### src/rtl/mux_rr_arb_pkg.sv
// Shared types and default sizing for the round-robin mux arbiter family.
package mux_rr_arb_pkg;

  localparam int DEF_BIT_WIDTH = 16;
  localparam int DEF_SEL_WIDTH = 2;

  typedef enum logic {
    UNLOCKED = 1'b0,
    LOCKED   = 1'b1
  } lock_state_e;

endpackage : mux_rr_arb_pkg

### src/rtl/mux_rr_pick.sv
// Combinational rotating-priority picker: the first requester after last_i
// (with wrap) wins, so last_i itself has the lowest priority.
module mux_rr_pick #(
  parameter  int SEL_WIDTH  = 2,
  localparam int NUM_INPUTS = 1 << SEL_WIDTH
) (
  input  logic [NUM_INPUTS-1:0] req_i,
  input  logic [SEL_WIDTH-1:0]  last_i,
  output logic                  any_o,
  output logic [SEL_WIDTH-1:0]  winner_o
);

  logic [SEL_WIDTH-1:0] idx;

  // NOTE: every combinational output gets a default before any conditional
  // assignment, so no path leaves it unassigned and no latch is inferred.
  always_comb begin
    any_o    = 1'b0;
    winner_o = '0;
    idx      = '0;
    // Scan from the farthest offset down so the nearest request writes last.
    for (int i = NUM_INPUTS; i >= 1; i--) begin
      idx = last_i + SEL_WIDTH'(i);
      if (req_i[idx]) begin
        any_o    = 1'b1;
        winner_o = idx;
      end
    end
  end

endmodule : mux_rr_pick

### src/rtl/mux_rr_arbiter.sv
// Round-robin arbiter feeding one registered N-to-1 mux stage (valid/ready).
// Optional grant locking is compiled in with `define MUX_RR_ARB_LOCK_EN.
module mux_rr_arbiter
  import mux_rr_arb_pkg::*;
#(
  parameter  int BIT_WIDTH  = DEF_BIT_WIDTH,
  parameter  int SEL_WIDTH  = DEF_SEL_WIDTH,
  localparam int NUM_INPUTS = 1 << SEL_WIDTH
) (
  input  logic                  i_clk,
  input  logic                  i_rst_n,
  input  logic [NUM_INPUTS-1:0] i_valid,
  input  logic [BIT_WIDTH-1:0]  i_data [0:NUM_INPUTS-1],
  output logic [NUM_INPUTS-1:0] o_ready,
  output logic                  o_valid,
  output logic [BIT_WIDTH-1:0]  o_data,
  output logic [SEL_WIDTH-1:0]  o_sel,
  input  logic                  i_ready
`ifdef MUX_RR_ARB_LOCK_EN
  ,
  input  logic                  i_lock
`endif
);

  logic                  o_valid_q;
  logic [BIT_WIDTH-1:0]  o_data_q;
  logic [SEL_WIDTH-1:0]  o_sel_q;
  logic [SEL_WIDTH-1:0]  last_q;

  logic [NUM_INPUTS-1:0] req;
  logic                  any_req;
  logic [SEL_WIDTH-1:0]  winner;
  logic                  pipe_free;
  logic                  grant;

  assign pipe_free = !o_valid_q || i_ready;

`ifdef MUX_RR_ARB_LOCK_EN
  lock_state_e          state_q, state_d;
  logic [SEL_WIDTH-1:0] lock_idx_q, lock_idx_d;

  // While locked, only the locked requester is visible to the picker.
  assign req = (state_q == LOCKED) ? (i_valid & (NUM_INPUTS'(1) << lock_idx_q))
                                   : i_valid;

  always_comb begin
    state_d    = state_q;
    lock_idx_d = lock_idx_q;
    unique case (state_q)
      UNLOCKED: if (grant && i_lock) begin
        state_d    = LOCKED;
        lock_idx_d = winner;
      end
      LOCKED:   if (grant && !i_lock) state_d = UNLOCKED;
      default:  state_d = UNLOCKED;
    endcase
  end

  always_ff @(posedge i_clk or negedge i_rst_n) begin
    if (!i_rst_n) begin
      state_q    <= UNLOCKED;
      lock_idx_q <= '0;
    end else begin
      state_q    <= state_d;
      lock_idx_q <= lock_idx_d;
    end
  end
`else
  assign req = i_valid;
`endif

  mux_rr_pick #(
    .SEL_WIDTH (SEL_WIDTH)
  ) u_pick (
    .req_i    (req),
    .last_i   (last_q),
    .any_o    (any_req),
    .winner_o (winner)
  );

  // Gated by reset so no requester sees an accept while the stage is held clear.
  assign grant   = i_rst_n && pipe_free && any_req;
  assign o_ready = grant ? (NUM_INPUTS'(1) << winner) : '0;

  // NOTE: state registers use non-blocking assignments so every flop samples
  // pre-edge values and simulation matches the synthesized hardware.
  always_ff @(posedge i_clk or negedge i_rst_n) begin
    if (!i_rst_n) begin
      o_valid_q <= 1'b0;
      o_data_q  <= '0;
      o_sel_q   <= '0;
      last_q    <= SEL_WIDTH'(NUM_INPUTS - 1);
    end else if (grant) begin
      o_valid_q <= 1'b1;
      o_data_q  <= i_data[winner];
      o_sel_q   <= winner;
      last_q    <= winner;
    end else if (i_ready) begin
      o_valid_q <= 1'b0;
    end
  end

  assign o_valid = o_valid_q;
  assign o_data  = o_data_q;
  assign o_sel   = o_sel_q;

endmodule : mux_rr_arbiter

### config.mk
export PLATFORM = sky130hd
export DESIGN_NAME = mux_rr_arbiter
export DESIGN_NICKNAME = d
export VERILOG_FILES = /design/src/rtl/mux_rr_arb_pkg.sv /design/src/rtl/mux_rr_pick.sv /design/src/rtl/mux_rr_arbiter.sv
export SDC_FILE = /design/constraint.sdc
export NUM_CORES = 1
export LEC_CHECK = 0
export ABC_AREA = 1
export BUFFER_PORTS_ARGS = -buffer_cell sky130_fd_sc_hd__buf_2
export CORE_UTILIZATION = 42
export CTS_CLUSTER_SIZE = 8
export DETAILED_ROUTE_END_ITERATION = 12
export PLACE_DENSITY_LB_ADDON = 0.05
export SLEW_MARGIN = 20
export SYNTH_ARGS = -nofsm -noshare
export SYNTH_HDL_FRONTEND = slang
export SYNTH_SLANG_ARGS = --single-unit
export TNS_END_PERCENT = 30
### constraint.sdc
create_clock -name i_clk -period 5.1 [get_ports i_clk]
set_input_delay 1.02 -clock i_clk [delete_from_list [all_inputs] [get_ports i_clk]]
set_output_delay 1.02 -clock i_clk [all_outputs]
set_load 0.005 [all_outputs]
==> impl_metrics.json <==
{
  "status": "complete, no violations",
  "powerDensity_mw_per_mm2": 668,
  "die-height_um": 68.5,
  "clkLatencyLatePin_ps": 250,
  "grt_pass1_vias": 1688,
  "grt.overflow.total": 0,
  "syn_avg_cell_area_um2": 5.59,
  "areaGrowthSynthToFinish_pct": 26.5,
  "final_util_pct": 57.1,
  "drive_gt1_share_pct": 27.7,
  "yosys.area.top_type": "dfrtp_1",
  "synth_top_area_share_pct": 25.6,
  "setup_viol": 0,
  "drc": 0,
  "synth_fp_nets": 403,
  "whs_endpoint": "o_data[6]",
  "cpPeakStageDelay_ps": 440,
  "antenna_found_initial": 0,
  "ff2ff_path_depth": 13,
  "cts_setup_buffers": 0,
  "cts-root-buf": "clkbuf_8",
  "ys_seq_elements": 21,
  "drtPass1Iterations": 4,
  "worstReg2RegEnd": "o_data[1]",
  "syn_inst": 332,
  "crit_chain": "buf_2, inv_1, nand2_1, nand3_1, nand2_1, inv_2, nand2_2, nand2_1, nand2_2, nand2_4, nor2_2, inv_2, nor2_1, buf_2",
  "post_drt_wl_per_cell_um": 10.1,
  "total_power_uw": 1570,
  "synthTopCellsByArea": "dfrtp_1 26%, nand2_1 25%, nand3_1 19%",
  "timing.rr.start": "last_q[0]",
  "nNetsFinal": 487,
  "synth_warnings": 0,
  "fillers": 451,
  "first_iter_violations": 117,
  "min_path_cells": 2,
  "rows": 23,
  "grt_pass1_wl_um": 7370,
  "worst_ep_required_time_ps": 4080,
  "regToRegSetupSlack_ps": 2390,
  "crit_arrival_ps": 2940,
  "cp_max_fo": 34,
  "cp-start-kind": "input pin",
  "port-buffer-count": 93,
  "ant_nets": 0,
  "start_util_pct": 45.1,
  "min_period_over_period_pct": 77.7,
  "layout_commonest_cell": "nand2_1",
  "tns_ps": 0,
  "vias": 2128,
  "finClkSkew_ps": 0.489,
  "totalWireLength_um": 4720,
  "hold_viol": 0,
  "grtUsageTotal_pct": 20.7,
  "via_per_inst": 4.58,
  "hp-start": "o_data[6]",
  "cap_violations": 0,
  "drv_slew": 0,
  "yosysSeqAreaShare_pct": 28.4,
  "cts_tree": "built",
  "gp_congestion": 0.843,
  "synth_area_mm2": 0.00186,
  "die_w_um": 68.5,
  "clk_pin_slew_ps": 70,
  "synthDistinctLibCells": 20,
  "rsz0062_at_grt": "false",
  "max_slew.worst_pin.slew_ps": 639,
  "crit_type": "input pin to primary output",
  "cp_common_cell": "nand2_1",
  "pin_count": 94,
  "core_area_mm2": 0.00412,
  "cts_max_path_buffers": 2,
  "grt_start_max_net_pins": 35,
  "layout_common_cells": "126 x nand2_1, 93 x buf_2, 71 x inv_1",
  "dpl.hpwl_um": 3660,
  "irDropWorstVdd_uv": 310,
  "h-tree-depth": 1,
  "fmaxAchievable_ghz": 0.252,
  "min_period_ps": 3960,
  "cts_resized": 0,
  "slew_headroom_pct": 57.4,
  "hold_buffers": 0,
  "worstHoldPathType": "flop to flop",
  "cts.sinks": 21,
  "antennaDiodeCount": 0,
  "die_area_mm2": 0.00469,
  "p_leak_uw": 0.00162,
  "cts_buffers": 3,
  "endpoint_kind": "primary output",
  "slowest_stage": "nand2_2"
}
layout make-up:
cell class | instances | area (um^2) | area share, %
tap | 50 | 62.6 | 2.66
sequential | 21 | 528 | 22.5
timing repair buffer | 94 | 473 | 20.1
inverter | 79 | 299 | 12.7
clock buffer | 4 | 45.0 | 1.92
multi-input combinational | 217 | 941 | 40.1
worst max-delay path: cells and delay by family:
family / cells / cell delay (ps)
buf+inv: 5 / 360
simple gates: 9 / 1560
worst max path at each step:
| stage | startpoint | endpoint | slack, ps | cells past startpoint |
|---|---|---|---|---|
| floorplan | i_valid[0] | o_ready[0] | 2090 | 12 |
| global placement | i_valid[1] | o_ready[2] | 1180 | 13 |
| detailed placement | i_valid[1] | o_ready[2] | 1150 | 13 |
| CTS | i_valid[1] | o_ready[2] | 1140 | 13 |
| global route | i_valid[3] | o_ready[2] | 950 | 13 |
| finish | i_valid[2] | o_ready[2] | 1140 | 14 |
state kept, by name, indices dropped and copies added (netlist names):
register  count
o_valid       1
o_data       16
last_q        2
o_sel         2
per-stage QoR:
stage	instance area, um^2	hold WS, ps	setup WS, ps	std cells
6_report	2350	473	1140	465
5_1_grt	2350	496	945	465
4_1_cts	2350	482	1140	465
3_5_place_dp	2300	462	1150	461
3_3_place_gp	2300	460	1180	461
2_1_floorplan	1860	472	2090	332
kinds of logic after synthesis:
logic type             count (synthesis)  synth area share, %
AND/OR/NAND/NOR                      213                 49.6
flip-flops                            21                 28.4
AO/OA/AOI/OAI                          4                 1.08
buffers and inverters                 94                 20.9
power by group:
group	leakage, uW	switching, uW	internal (uW)
combinational	0.00134	762	394
sequential	0.000254	51.3	256
clock	0.0000228	49.9	55.5
total	0.00162	863	706
synthesized netlist by cell type:
cell type  number
nand2_1       126
inv_1          71
nand3_1        69
dfrtp_1        19
nor2_1          9
buf_2           8
inv_2           7
buf_4           4
nand2_2         4
clkbuf_1        2
dfstp_2         2
nand2_4         2
o21ai_1         2
a21oi_1         1
buf_6           1
inv_4           1
nand3_2         1
nor2_2          1
nor3_1          1
o21ai_0         1
routing by layer:
layer	wire length, um	global-route usage [%]
met1	2290	30.1
met2	2030	31.1
met3	338	3.13
met4	58	6.77
met5	0	0
Power figures use the tool's default switching activity.
